`src/rtl/uart_crypt_ctrl.sv`:
```
// uart_crypt_ctrl: sequences received bytes through a byte-wide crypto stage
// into the UART transmitter. A small FIFO decouples the receiver from the
// transmitter, and an in-band escape byte reloads the cipher key at run time.
module uart_crypt_ctrl #(
   parameter int unsigned FIFO_DEPTH = 4,       // power of two, >= 2
   parameter logic [7:0]  ESC        = 8'h1B,   // next byte after this is the key
   parameter logic [7:0]  KEY_RESET  = 8'h01,
   parameter int unsigned TIMEOUT    = 15       // cycles allowed for tx_busy to rise
) (
   input  logic       i_clk,
   input  logic       i_rst_n,
   input  logic [7:0] i_rx_data,
   input  logic       i_rx_valid,
   output logic [7:0] o_crypt_in,
   input  logic [7:0] i_crypt_out,
   output logic [7:0] o_key,
   output logic [7:0] o_tx_data,
   output logic       o_tx_start,
   input  logic       i_tx_busy,
   output logic       o_overflow,
   output logic       o_timeout
);

   localparam int unsigned PW = $clog2(FIFO_DEPTH);
   localparam int unsigned CW = $clog2(TIMEOUT + 1);

   typedef enum logic [1:0] {
      S_IDLE,
      S_START,
      S_WAIT_HI,
      S_WAIT_LO
   } state_t;

   state_t        r_state;
   state_t        w_next_state;
   logic [7:0]    r_mem [FIFO_DEPTH];
   logic [PW-1:0] r_rd_ptr;
   logic [PW-1:0] r_wr_ptr;
   logic [PW:0]   r_count;
   logic          r_esc_pending;
   logic [7:0]    r_key;
   logic [7:0]    r_tx_data;
   logic          r_overflow;
   logic          r_timeout;
   logic [CW-1:0] r_wait_cnt;

   logic          w_empty;
   logic          w_full;
   logic          w_is_data;
   logic          w_pop;
   logic          w_push;
   logic          w_drop;
   logic          w_timeout_hit;
   logic          w_tx_start;

   // FIFO status and the push/pop decisions for this cycle.
   assign w_empty       = (r_count == '0);
   assign w_full        = (r_count == (PW+1)'(FIFO_DEPTH));
   assign w_is_data     = i_rx_valid && !r_esc_pending && (i_rx_data != ESC);
   assign w_pop         = (r_state == S_IDLE) && !w_empty;
   // A pop in the same cycle frees a slot, so a full FIFO still accepts.
   assign w_push        = w_is_data && (!w_full || w_pop);
   assign w_drop        = w_is_data && w_full && !w_pop;
   assign w_timeout_hit = (r_state == S_WAIT_HI) && !i_tx_busy &&
                          (r_wait_cnt == CW'(TIMEOUT - 1));

   assign o_crypt_in = r_mem[r_rd_ptr];
   assign o_key      = r_key;
   assign o_tx_data  = r_tx_data;
   assign o_tx_start = w_tx_start;
   assign o_overflow = r_overflow;
   assign o_timeout  = r_timeout;

   // FIFO storage write port.
   // NOTE: the data array has no reset; pointers and count define emptiness,
   // so clearing the storage would only cost flops.
   always_ff @(posedge i_clk) begin
      if (w_push) r_mem[r_wr_ptr] <= i_rx_data;
   end

   // FIFO pointers and occupancy count; pointers wrap modulo the depth.
   // NOTE: non-blocking assignments keep every register sampling pre-edge values.
   always_ff @(posedge i_clk or negedge i_rst_n) begin
      if (!i_rst_n) begin
         r_rd_ptr <= '0;
         r_wr_ptr <= '0;
         r_count  <= '0;
      end else begin
         if (w_push) r_wr_ptr <= r_wr_ptr + PW'(1);
         if (w_pop)  r_rd_ptr <= r_rd_ptr + PW'(1);
         case ({w_push, w_pop})
            2'b10:   r_count <= r_count + (PW+1)'(1);
            2'b01:   r_count <= r_count - (PW+1)'(1);
            default: r_count <= r_count;
         endcase
      end
   end

   // Escape decoder: ESC arms, the following byte becomes the key.
   always_ff @(posedge i_clk or negedge i_rst_n) begin
      if (!i_rst_n) begin
         r_esc_pending <= 1'b0;
         r_key         <= KEY_RESET;
      end else if (i_rx_valid) begin
         if (r_esc_pending) begin
            r_key         <= i_rx_data;
            r_esc_pending <= 1'b0;
         end else if (i_rx_data == ESC) begin
            r_esc_pending <= 1'b1;
         end
      end
   end

   // Sticky error flags.
   always_ff @(posedge i_clk or negedge i_rst_n) begin
      if (!i_rst_n) begin
         r_overflow <= 1'b0;
         r_timeout  <= 1'b0;
      end else begin
         if (w_drop)        r_overflow <= 1'b1;
         if (w_timeout_hit) r_timeout  <= 1'b1;
      end
   end

   // Transmit byte capture at the pop and the busy-rise wait counter.
   always_ff @(posedge i_clk or negedge i_rst_n) begin
      if (!i_rst_n) begin
         r_tx_data  <= '0;
         r_wait_cnt <= '0;
      end else begin
         if (w_pop) r_tx_data <= i_crypt_out;
         if (r_state == S_START)
            r_wait_cnt <= '0;
         else if ((r_state == S_WAIT_HI) && !i_tx_busy && !w_timeout_hit)
            r_wait_cnt <= r_wait_cnt + CW'(1);
      end
   end

   // FSM state register.
   always_ff @(posedge i_clk or negedge i_rst_n) begin
      if (!i_rst_n) r_state <= S_IDLE;
      else          r_state <= w_next_state;
   end

   // FSM next-state and transmit request decode.
   // NOTE: defaults first so every path assigns every output; no latches.
   always_comb begin
      w_next_state = r_state;
      w_tx_start   = 1'b0;
      case (r_state)
         S_IDLE:    if (!w_empty) w_next_state = S_START;
         S_START: begin
            w_tx_start   = 1'b1;
            w_next_state = S_WAIT_HI;
         end
         S_WAIT_HI: begin
            if (i_tx_busy)          w_next_state = S_WAIT_LO;
            else if (w_timeout_hit) w_next_state = S_IDLE;
         end
         S_WAIT_LO: if (!i_tx_busy) w_next_state = S_IDLE;
         default:   w_next_state = S_IDLE;
      endcase
   end

endmodule
```
`config.mk`:
```
export PLATFORM = sky130hd
export DESIGN_NAME = uart_crypt_ctrl
export DESIGN_NICKNAME = d
export VERILOG_FILES = /design/src/rtl/uart_crypt_ctrl.sv
export SDC_FILE = /design/constraint.sdc
export NUM_CORES = 1
export LEC_CHECK = 0
export ABC_CLOCK_PERIOD_IN_PS = 2300
export BUFFER_PORTS_ARGS = -buffer_cell sky130_fd_sc_hd__buf_2
export CORE_UTILIZATION = 40
export CTS_BUF_LIST = sky130_fd_sc_hd__clkbuf_4 sky130_fd_sc_hd__clkbuf_8 sky130_fd_sc_hd__clkbuf_16
export DETAILED_ROUTE_END_ITERATION = 8
export GPL_ROUTABILITY_DRIVEN = 0
export SYNTH_ARGS = -nofsm -noshare
export SYNTH_HDL_FRONTEND = slang
export SYNTH_SLANG_ARGS = --single-unit
```
`constraint.sdc`:
```
create_clock -name i_clk -period 2.3 [get_ports i_clk]
set_input_delay 0.46 -clock i_clk [delete_from_list [all_inputs] [get_ports i_clk]]
set_output_delay 0.46 -clock i_clk [all_outputs]
set_load 0.02 [all_outputs]
```
; ---- Yosys cells after proc, flatten, opt, wreduce, memory -nomap -nowiden
; Memories as Yosys holds them, arrays and structs flattened.
; Cells that the tools add are included.
[op_classes]
addsub = 5
n_mul = 0
n_div = 0
magnitude_cmp = 0
n_eq_ne = 12
n_shift = 0
mux = 13
bitwise = 0
n_reduce_logical = 22
[ops]
columns = operator, count
row1 = $logic_and 1x1->1, 9
row2 = $eq 8x5->1 const B, 1
row3 = $mux 2, 4
row4 = $mux 4, 2
row5 = $ne 8x5->1 const B, 1
row6 = $pmux 2 s4, 1
row7 = $eq 2x2->1 const B, 3
row8 = $logic_not 1->1, 6
row9 = $pmux 3 s2, 1
row10 = $mux 1, 5
row11 = $add 2x1->2 const B, 2
row12 = $add 4x1->4 const B, 1
row13 = $eq 2x1->1 const B, 2
row14 = $eq 4x4->1 const B, 1
row15 = $ne 2x2->1 const B, 2
row16 = $reduce_bool 2->1, 2
row17 = $add 3x1->3 const B, 1
row18 = $eq 3x3->1 const B, 1
row19 = $logic_not 3->1, 1
row20 = $ne 3x3->1 const B, 1
row21 = $reduce_and 3->1, 1
row22 = $sub 3x1->3 const B, 1
row23 = $logic_not 2->1, 1
row24 = $reduce_and 2->1, 1
row25 = $logic_or 1x1->1, 1
[word_totals]
ff_bits = 32
latch_bits = 0
ram_bits = 32
mem_bits_ro = 0
in_bits = 20
output_inout_bits = 27
word_cells = 63
mem_count = 1
[mem_list]
columns = memory, words, word_bits, read_ports, rd_clocked_by_memory_dff, write_ports, line
row1 = r_mem, 4, 8, 1, 0, 1, 36  ; logic [7:0] r_mem [FIFO_DEPTH];

; ---- Logic depth before layout (Yosys ltp)
[logic_depth]
ltp_word = 7
depth_mapped = 7
ltp_nobuf = 7

; ---- Worst setup path after synthesis
; No wires, ideal clock.
[synth_timing]
kind = input-to-reg
startpoint = input port i_rx_data[5]
endpoint = register r_count[1]
setup_time_ps = 128
arrival_time_ps = 1802
required_time_ps = 2172
slack_ps = 370
cell_stages = 5
path_buffers = 0
cell_sequence = nor4b_4 -> a41oi_2 -> nor2_1 -> fa_1 -> mux2_1
[synth_between]
elab_chain_cells = 5
elab_cells_between_ends = 7
cone_classes = 3 x eq/ne / 1 x mux / 3 x reduce/logical
[synth_lines]
columns = item, line
row1 = from (decl), 12  ; input logic [7:0] i_rx_data,
row2 = $ne 8x5->1 (*), 59  ; assign w_is_data = i_rx_valid && !r_esc_pending && (i_rx_data != ESC);
row3 = $logic_and 1x1->1 (*), 59
row4 = $logic_and 1x1->1 (*), 62  ; assign w_push = w_is_data && (!w_full || w_pop);
row5 = $eq 2x1->1 or $eq 2x2->1 (tied branches), 91  ; case ({w_push, w_pop})
row6 = $pmux 3 s2 or $reduce_bool 2->1 (tied branches), n/a
row7 = to (signal assigned), 92  ; 2'b10: r_count <= r_count + (PW+1)'(1);
row8 = to (signal assigned), 93  ; 2'b01: r_count <= r_count - (PW+1)'(1);
row9 = to (signal assigned), 94  ; default: r_count <= r_count;
row10 = to (decl), 39  ; logic [PW:0] r_count;
; Every way passes the cells marked *; elsewhere a longest branch is shown, timed or not.
; A chain may end at the register's enable or synchronous reset.

; ---- Worst setup path after layout
[layout_timing]
startpoint = register r_rd_ptr[0]
endpoint = output port o_crypt_in[1]
[layout_between]
elab_chain_cells = 1
[layout_lines]
columns = item, line
row1 = from (decl), 37  ; logic [PW-1:0] r_rd_ptr;
row2 = from (signal assigned), 90  ; if (w_pop) r_rd_ptr <= r_rd_ptr + PW'(1);
row3 = $mem_v2 4x8, n/a
row4 = to (decl), 14  ; output logic [7:0] o_crypt_in,
; Every way passes these cells.

==> results.json <==
{
  "report.final.slew_viol_count": 0,
  "drcViolationCount": 0,
  "rsz0062_at_grt": "no",
  "yosysWarnings": 0,
  "synth_top_family_by_area": "multiplexers",
  "synth_xor_area_share_pct": 2.00,
  "yosysUniqueCellTypes": 37,
  "clock_latency_ns": 0.33,
  "required_ns": 1.84,
  "clock_sinks": 64,
  "synth_top_area_share_pct": 36.6,
  "dpl.hpwl_mm": 3.00,
  "drt-initial-drc-count": 74,
  "max-cap-violations": 0,
  "p_per_area_mw_per_mm2": 1280,
  "worstPathCellList": "buf_12, mux4_2, buf_2",
  "final.setup.tns_ns": 0,
  "nets": 253,
  "synth-compound-area-share_pct": 4.81,
  "grt_max_degree": 33,
  "fillCellCount": 527,
  "syn-cell-area_mm2": 0.00263,
  "antenna_found_initial": 0,
  "die_y_um": 83.1,
  "dpl_cell_area_mm2": 0.00297,
  "clock.fmax_mhz": 472,
  "fin_worst_skew_ns": 0.00734,
  "internal_power_mw": 2.71,
  "dp.cells": 292,
  "grt_pass1_vias": 1496,
  "finalHoldViolations": 0,
  "drtPass1Iterations": 4,
  "layout_setup_ws_ns": 0.181,
  "num_rows": 29,
  "r2r-start": "r_count[2]",
  "startpoint_type": "register",
  "r2r_end": "r_count[2]",
  "grt_pass1_wl_mm": 7.51,
  "maxSlewHeadroom_pct": 50.5,
  "cts_tree": "yes",
  "use_met3_pct": 5.47,
  "min_path_type": "input pin to async pin",
  "grt-ovfl-total": 0,
  "clockBufferDepth": 2,
  "worstPathArrival_ns": 1.66,
  "grtUsageTotal_pct": 14.8,
  "setup_violations": 0,
  "yosysTopAreaCell": "edfxtp_1",
  "finalCritPeriodShare_pct": 92.1,
  "synth.area.mux_share_pct": 10.7,
  "cts_resized": 0,
  "ios": 47,
  "synthTopCellsByArea": "edfxtp_1, dfrtp_1, mux4_2, nand2_1, mux2_2",
  "syn_nets": 197,
  "design_area_mm2": 0.00318,
  "ys_ff_latch": 64,
  "port_buffers": 46,
  "via_per_inst": 4.80,
  "syn_to_final_growth_pct": 21.1,
  "h-tree-depth": 3,
  "ys_seq_area_share_pct": 67.1,
  "start_util_pct": 41.4,
  "cts_setup_buffers": 0,
  "pwr-share-clk_pct": 25.2,
  "synth_cells": 170,
  "drt-total-wl_mm": 4.41,
  "critPathMaxFanout": 7,
  "synth-simple-area-share_pct": 10.4,
  "use_met1_pct": 18.2,
  "p_comb_share_pct": 31.9,
  "cts-root-buf": "clkbuf_8",
  "grt_util_met2_pct": 23.0,
  "detail-route-antenna-nets": 0,
  "ys.flop_type": "edfxtp_1",
  "crit_slowest_cell": "mux4_2",
  "max_stage_delay_ns": 0.50,
  "cts_hold_buf": 0,
  "wl_per_cell_um": 14.3,
  "stdcell_count": 308,
  "status": "complete, no violations",
  "ff2ff_setup_slack_ns": 0.49,
  "ir_worst_vdd_uv": 685,
  "clkSlewWorstSetupHoldPaths_ns": 0.07,
  "core_area_mm2": 0.00635,
  "dp_slack_ns": 0.179,
  "endpoint_kind": "primary output",
  "synth_edf_count": 32,
  "drive_gt1_share_pct": 40.3,
  "grt.busiest_layer": "met2",
  "die-area_mm2": 0.00690,
  "num_vias": 1479,
  "finalCriticalPeriod_ns": 2.12,
  "crit_type": "register to primary output",
  "netSwitchingPower_mw": 1.35,
  "avgSynthCellArea_um2": 15.5,
  "async_reset_ff_share_pct": 50.0,
  "seq_power_share_pct": 42.8,
  "antennaDiodeCount": 0,
  "p_leak_nw": 1.39,
  "numCtsBuffers": 9,
  "tightestPinTransition_ns": 0.743,
  "die_x_um": 83.1,
  "synth_adder_area_share_pct": 3.62,
  "r2r_cells": 6,
  "switching_share_pct": 33.4
}
registers in the layout, summed over array words and instances (netlist names):
register       count
r_wr_ptr           2
o_key              8
o_tx_data          8
r_esc_pending      1
r_rd_ptr           2
o_timeout          1
r_state            2
r_wait_cnt         4
o_overflow         1
r_mem             32
r_count            3
final cells by class:
type | instances | area [um^2] | area share (%)
clock buffers | 11 | 139 | 4.36
clock inverters | 5 | 72.6 | 2.28
inverters | 5 | 18.8 | 0.590
multi-input cells | 97 | 828 | 26.0
flip-flops and latches | 64 | 1760 | 55.4
well taps | 77 | 96.3 | 3.03
repair buffers | 49 | 265 | 8.33
cells in the final DEF (no fill, tap or decap), types with 2 or more instances in the layout:
cell type	count
nor3_1	2
and2_2	4
inv_1	5
clkbuf_8	9
nand2b_1	2
nand3_1	5
nor2_1	2
mux2_2	8
dfrtp_1	31
bufinv_16	2
mux4_2	8
buf_4	2
edfxtp_1	32
clkbuf_4	2
xnor2_1	5
ha_1	6
nand2_1	30
clkinv_1	2
o21ai_0	5
buf_2	46
a31oi_1	2
per-layer routing:
layer,part of all wire [%],wire length [um]
met1,44,1960
met2,49,2180
met3,4.4,195
met4,1.7,76
met5,0,0
cell families (layout without fill, tap and decap cells):
group	count (synthesis)	in the layout
xor gates and xnor gates	6	6
adders and majority gates	7	7
muxes	17	17
AOI/OAI and AO/OA	15	15
buffers and inverters	9	70
DFF	64	64
and+or+nand+nor	52	52
critical path: cells and delay by family, from the launching register on:
family | cells | cell delay (ns)
buf+inv | 2 | 0.34
flops | 1 | 0.47
mux | 1 | 0.50
worst max path at each step:
stage / startpoint / to / slack [ns] / depth (start not counted)
after floorplan: i_rx_data[5] / r_count[1] / 0.37 / 5
after CTS: r_rd_ptr[0] / o_crypt_in[0] / 0.16 / 3
after global placement: i_rx_data[5] / r_count[1] / 0.20 / 6
after global routing: r_rd_ptr[0] / o_crypt_in[1] / 0.09 / 3
after detailed placement: i_rx_data[5] / r_count[1] / 0.18 / 6
final: r_rd_ptr[0] / o_crypt_in[1] / 0.18 / 3
Yosys cell counts (all sizes together), types with 2 or more instances:
cell    instances
nor3            2
nand2          30
a21oi           2
ha              6
mux2            9
edfxtp         32
nand3           5
and2            4
buf             3
nor2            3
nand2b          3
a31oi           2
o21ai           5
mux4            8
dfrtp          31
inv             5
xnor2           5
power by group through the flow:
stage	clock [mW]	sequential [mW]	combinational, mW
after detailed placement	0	1.76	1.33
after CTS	1.05	1.75	1.33
after global routing	1.11	1.78	1.43
after global placement	0	1.76	1.31
final	1.02	1.74	1.30
after floorplan	0	1.79	0.870
metrics by stage:
| stage | util (%) | power [mW] | hold WS [ns] |
|---|---|---|---|
| after floorplan | - | 2.66 | 0.164 |
| after global placement | 46.8 | 3.07 | 0.453 |
| after detailed placement | 46.8 | 3.09 | 0.453 |
| after CTS | 50.1 | 4.12 | 0.214 |
| after global routing | 50.1 | 4.32 | 0.241 |
| final | 50.1 | 4.06 | 0.187 |
No activity file was read; power rests on OpenSTA's default activity.
